--- src/rtl/sync_pkg.sv ---
// Shared limits and helpers for the sync_bus_filter synchronizer family.
package sync_pkg;

  localparam int SYNC_MIN_STAGES = 2;
  localparam int SYNC_MAX_STAGES = 8;
  localparam int SYNC_MAX_FILTER = 255;

  // Width of a counter that must hold values 0..filter_len; never narrower than 1 bit.
  function automatic int sync_cnt_width(input int filter_len);
    int w;
    w = 1;
    while ((1 << w) < (filter_len + 1)) begin
      w = w + 1;
    end
    return w;
  endfunction

endpackage

--- src/rtl/sync_filter_lane.sv ---
// One bit lane: optional stability filter on the synced bit, plus rise/fall pulses
// when SYNC_EDGE_EN is defined (otherwise rise/fall are constant 0).
module sync_filter_lane
  import sync_pkg::*;
#(
  parameter int   FILTER_LEN = 0,
  parameter logic RESET_BIT  = 1'b0
) (
  input  logic clk,
  input  logic reset,
  input  logic sync_in,
  output logic d_out,
  output logic rise,
  output logic fall,
  output logic busy
);

  localparam int CNT_W = sync_cnt_width(FILTER_LEN);

  generate
    if (FILTER_LEN == 0) begin : g_bypass
      assign d_out = sync_in;
      assign busy  = 1'b0;
    end else begin : g_filter
      localparam logic [CNT_W-1:0] CNT_LAST = CNT_W'(FILTER_LEN - 1);
      localparam logic [CNT_W-1:0] CNT_ONE  = CNT_W'(1);

      logic [CNT_W-1:0] cnt_reg;
      logic [CNT_W-1:0] cnt_next;
      logic             d_out_reg;
      logic             d_out_next;

      // A candidate value must persist FILTER_LEN edges; any reversion restarts the count.
      always_comb begin
        cnt_next   = cnt_reg;
        d_out_next = d_out_reg;
        if (sync_in == d_out_reg) begin
          cnt_next = '0;
        end else if (cnt_reg == CNT_LAST) begin
          d_out_next = sync_in;
          cnt_next   = '0;
        end else begin
          cnt_next = cnt_reg + CNT_ONE;
        end
      end

      always_ff @(posedge clk) begin
        if (reset) begin
          cnt_reg   <= '0;
          d_out_reg <= RESET_BIT;
        end else begin
          cnt_reg   <= cnt_next;
          d_out_reg <= d_out_next;
        end
      end

      assign d_out = d_out_reg;
      assign busy  = |cnt_reg;
    end
  endgenerate

`ifdef SYNC_EDGE_EN
  logic d_out_q_reg;
  logic rise_reg;
  logic fall_reg;

  // d_out_q starts at the reset value so reset itself never looks like an edge.
  always_ff @(posedge clk) begin
    if (reset) begin
      d_out_q_reg <= RESET_BIT;
      rise_reg    <= 1'b0;
      fall_reg    <= 1'b0;
    end else begin
      d_out_q_reg <= d_out;
      rise_reg    <= ~d_out_q_reg & d_out;
      fall_reg    <= d_out_q_reg & ~d_out;
    end
  end

  assign rise = rise_reg;
  assign fall = fall_reg;
`else
  assign rise = 1'b0;
  assign fall = 1'b0;
`endif

endmodule

--- src/rtl/sync_bus_filter.sv ---
// Multi-bit, multi-stage synchronizer with optional per-bit stability filter.
// Define SYNC_EDGE_EN to enable the registered rise/fall pulse outputs.
module sync_bus_filter
  import sync_pkg::*;
#(
  parameter int               WIDTH      = 7,
  parameter int               STAGES     = 2,
  parameter int               FILTER_LEN = 0,
  parameter logic [WIDTH-1:0] RESET_VAL  = '0
) (
  input  logic             clk,
  input  logic             reset,
  input  logic [WIDTH-1:0] d_in,
  output logic [WIDTH-1:0] d_out,
  output logic [WIDTH-1:0] rise,
  output logic [WIDTH-1:0] fall,
  output logic [WIDTH-1:0] busy
);

  generate
    if ((STAGES < SYNC_MIN_STAGES) || (STAGES > SYNC_MAX_STAGES)) begin : g_bad_stages
      $error("sync_bus_filter: STAGES=%0d outside %0d..%0d", STAGES, SYNC_MIN_STAGES,
             SYNC_MAX_STAGES);
    end
    if ((FILTER_LEN < 0) || (FILTER_LEN > SYNC_MAX_FILTER)) begin : g_bad_filter
      $error("sync_bus_filter: FILTER_LEN=%0d outside 0..%0d", FILTER_LEN, SYNC_MAX_FILTER);
    end
  endgenerate

  logic [WIDTH-1:0] s_reg [STAGES];
  logic [WIDTH-1:0] sync;

  always_ff @(posedge clk) begin
    if (reset) begin
      for (int k = 0; k < STAGES; k++) begin
        s_reg[k] <= RESET_VAL;
      end
    end else begin
      s_reg[0] <= d_in;
      for (int k = 1; k < STAGES; k++) begin
        s_reg[k] <= s_reg[k-1];
      end
    end
  end

  assign sync = s_reg[STAGES-1];

  // Lanes are independent: no attempt is made to keep the bus coherent.
  genvar gi;
  generate
    for (gi = 0; gi < WIDTH; gi++) begin : g_lane
      sync_filter_lane #(
        .FILTER_LEN (FILTER_LEN),
        .RESET_BIT  (RESET_VAL[gi])
      ) u_lane (
        .clk     (clk),
        .reset   (reset),
        .sync_in (sync[gi]),
        .d_out   (d_out[gi]),
        .rise    (rise[gi]),
        .fall    (fall[gi]),
        .busy    (busy[gi])
      );
    end
  endgenerate

endmodule

--- config.mk ---
export PLATFORM = sky130hd
export DESIGN_NAME = sync_bus_filter
export DESIGN_NICKNAME = d
export VERILOG_FILES = /design/src/rtl/sync_pkg.sv /design/src/rtl/sync_filter_lane.sv /design/src/rtl/sync_bus_filter.sv
export SDC_FILE = /design/constraint.sdc
export NUM_CORES = 1
export LEC_CHECK = 0
export CAP_MARGIN = 20
export CORE_MARGIN = 2
export CORE_UTILIZATION = 38
export CTS_BUF_LIST = sky130_fd_sc_hd__clkbuf_2
export DETAILED_ROUTE_END_ITERATION = 8
export PLACE_DENSITY = 0.91
export SLEW_MARGIN = 5
export SYNTH_ARGS = -nofsm -noshare
export SYNTH_HDL_FRONTEND = slang
export SYNTH_SLANG_ARGS = --single-unit
--- constraint.sdc ---
create_clock -name clk -period 0.8 [get_ports clk]
set_clock_uncertainty 0.2 [all_clocks]
set_input_delay 0.16 -clock clk [delete_from_list [all_inputs] [get_ports clk]]
set_output_delay 0.16 -clock clk [all_outputs]
set_load 0.01 [all_outputs]
* Yosys cells after proc, flatten, opt, wreduce, memory -nomap -nowiden
Memory sizes are Yosys's and may differ from the RTL's.
Index checks and enable logic that the tools add are counted.
** Word-level totals
- Flip-flop bits (word level) :: 0
- Memory bits (writable) :: 14
- Logic and storage cells :: 8
- Memories kept :: 1
** Operators by class
- Mux-type cells :: 5
- Bitwise operators :: 2
** Memory list
- s_reg :: words 2, bits a word 7, rd ports 2, clocked after memory_dff 0, write ports 2, RTL line sync_bus_filter.sv:30 : logic [WIDTH-1:0] s_reg [STAGES];
** Operator list (number)
- $mux 7 :: 2
- $mux 1 :: 3
- $or 1x1->1 :: 2

* Logic depth before layout (Yosys ltp)
- Word-level depth :: 3
- Gate-level depth with buffers :: 2
- Gate-level depth less buffers :: 1

* By module
A second synthesis with hierarchy kept.
** Unflattened totals
- Cell total of the unflattened synthesis :: 64
- Area, all modules :: 644.4 um^2
** By module, submodules not included
- sync_bus_filter :: instances 1, cells each 29, area an instance 407.9 um^2
- sync_filter_lane :: instances 7, cells each 5, area an instance 33.8 um^2

* Least setup slack after synthesis
OpenSTA, ideal clock, no wires.
- Kind :: register -> output
- From :: memory s_reg[1][0], in the netlist s_reg[0][7]
- To :: output d_out[0]
- Arrival time :: 0.401 ns
- Data required time :: 0.440 ns
- Path slack :: 0.039 ns
- Cell stages (with the launch flop) :: 2
- Path through :: dfxtp_1 > buf_4
** RTL lines
- start: declaration :: RTL line sync_bus_filter.sv:30
- end: declaration :: RTL line sync_bus_filter.sv:14 : output logic [WIDTH-1:0] d_out,

==> impl_metrics.ini <==
[power]
powerDensity_nw_per_um2 = 1793
leakage_nw = 0.3362
total_power_mw = 1.227
ir_drop_mv = 0.8948

[timing]
rsz0062_at_grt = true
finalMaxSlewViolations = 0
layout_setup_ws_ps = -278.0
whs_ps = 190.7
hold_violations = 0
setup_viol = 7
timing.fmax_mhz = 927.7
finalCritPeriodShare_pct = 134.7
period_minus_slack_ps = 1078

[final_layout]
fillers = 150
final_common_cell = conb_1
largest_reg_flops = 14
layout_common_cells = conb_1 (21), nor2b_2 (10), dfxtp_1 (10)
drive_gt1_share_pct = 38.03
diodes = 0
area_growth_pct = 10.06
nets = 81
fin_cells = 87
seqCellArea_um2 = 285.3
final_cell_area_um2 = 684.4
multi_input_area_um2 = 195.2

[place]
gp_congestion = 0.6157
dp_cells = 83
placed_area_um2 = 668.1
dpl.hpwl_um = 530.8
port_buffers = 15

[routing]
drt-initial-drc-count = 5
wl_per_cell_um = 7.356
vias = 308
routed_wl_um = 640
ant_nets = 0
via_per_inst = 3.540
first_pass_iters = 2
drcViolationCount = 0

[setup_path]
timing_worst_setup_path_type = reg -> out
crit_path_cell_trace = buf_6
path_delay_family = flip-flops
slowest_delay_ps = 340
cp_num_buf_inv = 1
crit_path_start_kind = flop
worstSetupEndpointType = output port
cp.required_ps = 440
r2r-end = s_reg[0][12]
reg2reg_setup_slack_ps = 50
reg2reg_depth = 1
worstPathMaxFanout = 1
crit_arrival_ps = 720
slowest_stage = dfxtp_2
r2r_start = s_reg[0][5]

[worst_hold_path]
hp-class = in -> reg
holdPathEnd = s_reg[0][12]
worstHoldStart = reset
whs_path_depth = 3

[outcome]
violations = negative setup slack
status = complete, but fails checks

[synth]
synthAdderAreaFrac_pct = 0
yosys.area_share.xor_xnor_pct = 0
synth_cell_types = 7
yosys.area_share.simple_pct = 18.71
synth_compound_area_share_pct = 0
synthMuxAreaShare_pct = 0
synth_top_family_by_area = buffers and inverters
yosysWarnings = 0
synth_area_um2 = 621.8
syn_avg_cell_area_um2 = 10.72
ys_ff_latch = 14
syn_inst = 58
ys_seq_area_share_pct = 45.07

[clock_tree]
insertion_delay_ps = 270
cts.sinks = 14
cts.hold.buffers_added = 0
cts_buffer_depth = 2
ctsHtreeMaxLevel = 1
cts_tree = built
clkTransAtPathRegs_ps = 130
cts-root-buf = clkbuf_2
cts_buffers = 3
cts_setup_buffers = 0

[floorplan]
core_area_um2 = 1524
die_h_um = 44.45
rows = 14
die_w_um = 44.45
dieArea_um2 = 1976
ios = 37
start_util_pct = 40.80

[global_route]
grt_use_total_pct = 8.516
grt.overflow.total = 0
grt_pass1_wl_mm = 1.117
antenna_found_initial = 0
grt_max_degree = 9
grt_pass1_vias = 277

[job]
cap_violations = 0
per-stage QoR:
stage / utilization, % / setup slack, ps / setup TNS [ps]
detailed placement: 43.84 / -471.8 / -8811
finish: 44.91 / -278.0 / -1919
CTS: 43.43 / -310.2 / -2079
global route: 44.91 / -349.0 / -2403
floorplan: - / 38.79 / 0
global placement: 43.84 / -445.5 / -8474
cell usage after synthesis (all sizes together):
cell type,n,area (um2)
conb,1,3.750
buf,29,221.5
nor2b,11,93.84
dfxtp,14,280.3
and2b,3,22.52
metal layers:
| metal | routed length [um] | share of wire, % | global-route usage [%] |
|---|---|---|---|
| met5 | 0 | 0 | 0 |
| met4 | 0 | 0 | 3.636 |
| met3 | 114 | 18 | 7.347 |
| met2 | 295 | 46 | 12.35 |
| met1 | 230 | 36 | 8.728 |
how the worst max path moves through the flow:
stage,from,to,slack [ps],cells past startpoint
4_1_cts,s_reg[0][10],d_out[3],-310,1
2_1_floorplan,s_reg[0][7],d_out[0],40,1
6_report,s_reg[0][12],d_out[5],-280,1
3_5_place_dp,reset,s_reg[0][10],-470,3
3_3_place_gp,reset,s_reg[0][9],-450,3
5_1_grt,s_reg[0][7],d_out[0],-350,1
cells by family after synthesis:
group | after synthesis
buffers and inverters | 29
DFF | 14
and+or+nand+nor | 14
other | 1
what timing repair did:
item,4_1_cts,5_1_grt
gates resized for setup,32,6
gates cloned,0,0
endpoints found under the setup margin,21,7
layout make-up:
type                       instances  area share [%]
clock buffer                       3           2.194
tap                               16           2.925
clock inverter                     1          0.5484
multi-input combinational         35           28.52
sequential                        14           41.68
timing repair buffer              18           24.13
where the power goes:
| group | leakage [nW] | internal [mW] | switching [mW] |
|---|---|---|---|
| combinational | 0.205 | 0.0847 | 0.0804 |
| sequential | 0.117 | 0.731 | 0.00815 |
| clock | 0.0140 | 0.109 | 0.214 |
Power figures use the tool's default switching activity.
